<file path="src/rtl/shift_pipe_n.sv">
// shift_pipe_n: pipelined barrel shifter (LSL, LSR, ASR, ROR) with carry and zero flags.
//
// One registered stage per shift-amount bit; stage k shifts by 2^k when shamt[k] is set.
// All stages advance together when the output is empty or being consumed.
//
// Ports:
//   clk        rising-edge clock
//   reset_n    asynchronous active-low reset
//   in_valid   input operands valid
//   in_ready   block can accept an input this cycle (combinational from out_ready/out_valid)
//   in_data    operand
//   in_shamt   shift amount, unsigned, 0..WIDTH-1
//   in_op      00=LSL 01=LSR 10=ASR 11=ROR
//   out_valid  result valid
//   out_ready  consumer accepts result this cycle
//   out_data   shifted result
//   out_carry  last bit shifted out (0 when shamt is 0; result MSB for ROR)
//   out_zero   out_data == 0
module shift_pipe_n #(
  parameter int unsigned WIDTH = 32,
  parameter int unsigned SHW   = $clog2(WIDTH)
) (
  input  logic             clk,
  input  logic             reset_n,
  input  logic             in_valid,
  output logic             in_ready,
  input  logic [WIDTH-1:0] in_data,
  input  logic [SHW-1:0]   in_shamt,
  input  logic [1:0]       in_op,
  output logic             out_valid,
  input  logic             out_ready,
  output logic [WIDTH-1:0] out_data,
  output logic             out_carry,
  output logic             out_zero
);

  typedef enum logic [1:0] {
    OpLsl = 2'b00,
    OpLsr = 2'b01,
    OpAsr = 2'b10,
    OpRor = 2'b11
  } op_e;

  // Index 0 is the pipeline input, index k+1 is the register output of stage k.
  logic             valid_s [SHW+1];
  logic [WIDTH-1:0] data_s  [SHW+1];
  logic             carry_s [SHW+1];
  // The final stage has no consumer for shamt/op, so these stop one stage earlier.
  logic [SHW-1:0]   shamt_s [SHW];
  op_e              op_s    [SHW];

  logic adv;
  logic zero_q;

  assign adv      = ~valid_s[SHW] | out_ready;
  assign in_ready = adv;

  assign valid_s[0] = in_valid;
  assign data_s[0]  = in_data;
  assign carry_s[0] = 1'b0;
  assign shamt_s[0] = in_shamt;
  assign op_s[0]    = op_e'(in_op);

  for (genvar k = 0; k < SHW; k++) begin : g_stage
    localparam int unsigned Sh = 2 ** k;

    logic [WIDTH-1:0] res;
    logic             cout;
    logic             valid_q;
    logic [WIDTH-1:0] data_q;
    logic             carry_q;

    // A stage that does not shift passes the carry from earlier stages; the last stage
    // that shifts therefore determines the final carry.
    always_comb begin
      res  = data_s[k];
      cout = carry_s[k];
      if (shamt_s[k][k]) begin
        unique case (op_s[k])
          OpLsl: begin
            res  = data_s[k] << Sh;
            cout = data_s[k][WIDTH-Sh];
          end
          OpLsr: begin
            res  = data_s[k] >> Sh;
            cout = data_s[k][Sh-1];
          end
          OpAsr: begin
            res  = $signed(data_s[k]) >>> Sh;
            cout = data_s[k][Sh-1];
          end
          OpRor: begin
            res  = (data_s[k] >> Sh) | (data_s[k] << (WIDTH - Sh));
            // Rotated MSB comes from bit Sh-1 of the stage input.
            cout = data_s[k][Sh-1];
          end
        endcase
      end
    end

    always_ff @(posedge clk or negedge reset_n) begin
      if (!reset_n) begin
        valid_q <= 1'b0;
        data_q  <= '0;
        carry_q <= 1'b0;
      end else if (adv) begin
        valid_q <= valid_s[k];
        data_q  <= res;
        carry_q <= cout;
      end
    end

    assign valid_s[k+1] = valid_q;
    assign data_s[k+1]  = data_q;
    assign carry_s[k+1] = carry_q;

    if (k < SHW - 1) begin : g_fwd
      logic [SHW-1:0] shamt_q;
      op_e            op_q;

      always_ff @(posedge clk or negedge reset_n) begin
        if (!reset_n) begin
          shamt_q <= '0;
          op_q    <= OpLsl;
        end else if (adv) begin
          shamt_q <= shamt_s[k];
          op_q    <= op_s[k];
        end
      end

      assign shamt_s[k+1] = shamt_q;
      assign op_s[k+1]    = op_q;
    end else begin : g_zero
      // Zero flag is registered alongside the final data so it holds with it during stalls.
      always_ff @(posedge clk or negedge reset_n) begin
        if (!reset_n) begin
          zero_q <= 1'b0;
        end else if (adv) begin
          zero_q <= (res == '0);
        end
      end
    end
  end

  assign out_valid = valid_s[SHW];
  assign out_data  = data_s[SHW];
  assign out_carry = carry_s[SHW];
  assign out_zero  = zero_q;

endmodule

</file>
<file path="config.mk">
export PLATFORM = sky130hd
export DESIGN_NAME = shift_pipe_n
export DESIGN_NICKNAME = d
export VERILOG_FILES = /design/src/rtl/shift_pipe_n.sv
export SDC_FILE = /design/constraint.sdc
export NUM_CORES = 1
export LEC_CHECK = 0
export CORE_ASPECT_RATIO = 0.8
export CORE_UTILIZATION = 59
export CTS_CLUSTER_SIZE = 25
export DETAILED_ROUTE_END_ITERATION = 8
export PLACE_DENSITY = 0.84
export SLEW_MARGIN = 25
export SYNTH_ARGS = -nofsm -noshare
export SYNTH_HDL_FRONTEND = slang
export SYNTH_SLANG_ARGS = --single-unit
export TNS_END_PERCENT = 10
</file>
<file path="constraint.sdc">
create_clock -name clk -period 2.25 [get_ports clk]
set_input_delay 0.45 -clock clk [delete_from_list [all_inputs] [get_ports clk]]
set_output_delay 0.45 -clock clk [all_outputs]
set_load 0.02 [all_outputs]
</file>
==> results_dict.tcl <==
set metrics [dict create \
    netlist_area_um2 10200 \
    nets 1392 \
    synth_enable_flop_cells 0 \
    synthCells 1326 \
    drt_first_iter_violations 1242 \
    grt_pass1_wl_um 45600 \
    timing.hold.ws_ns 0.0177 \
    die_w_um 149 \
    drive_gt1_share_pct 6.46 \
    predominant_post_synthesis_flop_cell "sky130_fd_sc_hd__dfrtp_1" \
    synth_area_per_cell_um2 7.66 \
    num-fill-cells 1343 \
    cellPowerDensity_nw_per_um2 1510 \
    timing.setup.critical_path_class "input pin to output port" \
    synthDistinctLibCells 43 \
    arrival_ns 1.74 \
    synth_seq_area_share_pct 46.5 \
    maxCapViolCount 0 \
    global_route.overflow_total 0 \
    cts_root_buf "sky130_fd_sc_hd__clkbuf_16" \
    run_status "finished, final reports clean" \
    worst_r2r_startpoint "g_stage[3].g_fwd.op_q[1]" \
    route.final.wire_length_um 27600 \
    report.final.hold_viol_count 0 \
    synth_fp_nets 1369 \
    drtPass1Iterations 6 \
    setup_tns_ns 0 \
    grt_pass1_vias 8775 \
    numPortBuffers 78 \
    final-max-slew-violation-count 0 \
    rows 42 \
    postSynthRegisterBits 189 \
    drcViolationCount 0 \
    place_congestion 0.897 \
    timing.slew.headroom_pct 61.8 \
    fin_skew_ns 0.0108 \
    areaGrowthSynthToFinish_pct 15.7 \
    grt_usage_pct 32.9 \
    setup-violations-final 0 \
    cts_hold_buf 0 \
    regToRegSetupSlack_ns 0.12 \
    cts_tree "built" \
    tmin_final_ns 2.19 \
    finalCritPeriodShare_pct 97.4 \
    die_footprint_um2 17800 \
    worst_setup_path_end_kind "output port" \
    start_util_pct 60.8 \
    pin_count_of_the_biggest_net_entering_global_routing 71 \
    number_of_buffers_added_by_the_clock_tree_synthesis_step 17 \
    mostFrequentLayoutCells "sky130_fd_sc_hd__nand2_1 (403), sky130_fd_sc_hd__o21ai_0 (267), sky130_fd_sc_hd__dfrtp_1 (189), sky130_fd_sc_hd__nand3_1 (108), sky130_fd_sc_hd__clkdlybuf4s50_1 (77)" \
    synth-async-reset-ratio_pct 100 \
    timing.rr.end "out_zero" \
    synth.yosys.warnings 0 \
    startpoint "out_ready" \
    worstSetupStartpointType "input pin" \
    worstSkewPairLatency_ns 0.44 \
    hpwlAfterDp_um 19400 \
    vdd_ir_drop_max_mv 0.751 \
    cp.required_ns 1.80 \
    clock_path_buffers 2 \
    via_count 9707 \
    tightest_slew_ns 0.573 \
    total_leakage_power_nw 4.97 \
    postCtsSetupRepairBufs 0 \
    detail_route.vias_per_cell 6.14 \
    core_area_um2 16700 \
    path_clk_slew_ns 0.07 \
    post_cts.resized_instances 0 \
    critical_path.max_fanout 2 \
    pin_count 79 \
    hold_path.class "input pin to async pin" \
    rsz0062_at_grt "no" \
    timing.reg2reg.worst_path_depth 6 \
    antenna_found_initial 0 \
    fmax_mhz 457 \
    routed_wire_length_per_instance_um 17.5 \
    tritoncts_num_sinks 189 \
    most_frequent_standard_cell_in_the_layout_excluding_fill_and_tap_cells "sky130_fd_sc_hd__nand2_1" \
    cts.htree.levels 4 \
    drtAntennaViolNets 0 \
    die-height_um 119 \
    n_antenna_cell 0 \
]
flip-flops by register name, summed over array words and instances (netlist names):
signal,flops
g_stage.g_fwd.shamt_q,10
out_carry,1
g_stage.valid_q,4
out_data,32
g_stage.data_q,128
g_stage.g_fwd.op_q,8
out_valid,1
g_stage.carry_q,4
out_zero,1
report_power, final:
part           switching, mW  total, mW  internal [mW]
Clock                   1.42       2.90           1.48
Sequential              1.98       6.98           4.99
Combinational           4.67       7.88           3.21
Total                   8.07       17.8           9.68
per-layer routing:
metal	GRT usage (%)	vias to the layer above	wire length, um
li1	-	4572	-
met1	50.0	4617	12500
met2	45.7	479	12000
met3	9.39	39	2740
met4	8.55	0	391
met5	0.588	-	0
layout make-up:
type / count / area [um^2] / area share, %
sequential: 189 / 4730 / 40.2
clock inverter: 14 / 123 / 1.04
tap: 220 / 275 / 2.34
clock buffer: 18 / 439 / 3.73
multi-input combinational: 1011 / 4910 / 41.7
inverter: 11 / 41.3 / 0.351
timing repair buffer: 119 / 1240 / 10.6
cells by family (layout without fill, tap and decap cells):
kind of cell	Yosys count	in the layout	synth area share, %
muxes	23	23	2.34
DFF	189	189	46.5
AOI/OAI and AO/OA	369	369	20.3
buffers and inverters	126	162	5.24
and+or+nand+nor	619	619	25.6
per-stage QoR:
stage	worst slack, ns	cells	cell area [um^2]	total power [mW]	utilization [%]
after floorplan	0.211	1326	10200	11.7	-
after global placement	0.0655	1550	11200	14.4	67.0
after detailed placement	0.0622	1550	11200	14.7	67.0
after CTS	0.0672	1582	11800	17.6	70.4
after global routing	0.0324	1582	11800	19.0	70.4
final	0.0594	1582	11800	17.8	70.4
how the worst max path moves through the flow:
stage,slack [ns],cells past startpoint,to
2_1_floorplan,0.21,5,in_ready
3_3_place_gp,0.07,4,in_ready
3_5_place_dp,0.06,4,in_ready
4_1_cts,0.07,4,in_ready
5_1_grt,0.03,4,in_ready
6_report,0.06,4,in_ready
Yosys cell counts, types with 3 or more instances:
cell,instances,area share [%]
sky130_fd_sc_hd__clkbuf_1,83,3.1
sky130_fd_sc_hd__nor2b_1,16,0.99
sky130_fd_sc_hd__nand2b_1,12,0.74
sky130_fd_sc_hd__a221oi_1,16,1.4
sky130_fd_sc_hd__a21oi_1,27,1.3
sky130_fd_sc_hd__nor2_1,52,1.9
sky130_fd_sc_hd__o221ai_1,6,0.52
sky130_fd_sc_hd__mux2i_1,17,1.7
sky130_fd_sc_hd__inv_1,10,0.37
sky130_fd_sc_hd__o21ai_0,267,13
sky130_fd_sc_hd__a31oi_1,15,0.92
sky130_fd_sc_hd__or2_2,3,0.18
sky130_fd_sc_hd__buf_2,21,1.0
sky130_fd_sc_hd__nor4_1,6,0.37
sky130_fd_sc_hd__dfrtp_1,189,47
sky130_fd_sc_hd__nand3_1,108,5.3
sky130_fd_sc_hd__a211o_1,4,0.34
sky130_fd_sc_hd__nand2_1,403,15
sky130_fd_sc_hd__o21a_1,3,0.22
sky130_fd_sc_hd__a22oi_1,4,0.30
sky130_fd_sc_hd__o211ai_1,9,0.66
sky130_fd_sc_hd__buf_1,6,0.22
sky130_fd_sc_hd__nand4_1,11,0.68
sky130_fd_sc_hd__a211oi_1,3,0.22
sky130_fd_sc_hd__mux2_2,6,0.66
sky130_fd_sc_hd__a2bb2oi_1,4,0.34
sky130_fd_sc_hd__a21o_1,3,0.22
critical path: stages:
cell and delay, ns:
sky130_fd_sc_hd__clkdlybuf4s50_1 0.50, sky130_fd_sc_hd__nor2b_4 0.06, sky130_fd_sc_hd__inv_2 0.07, sky130_fd_sc_hd__clkdlybuf4s50_1 0.65
(Power assumes the default switching activity.)
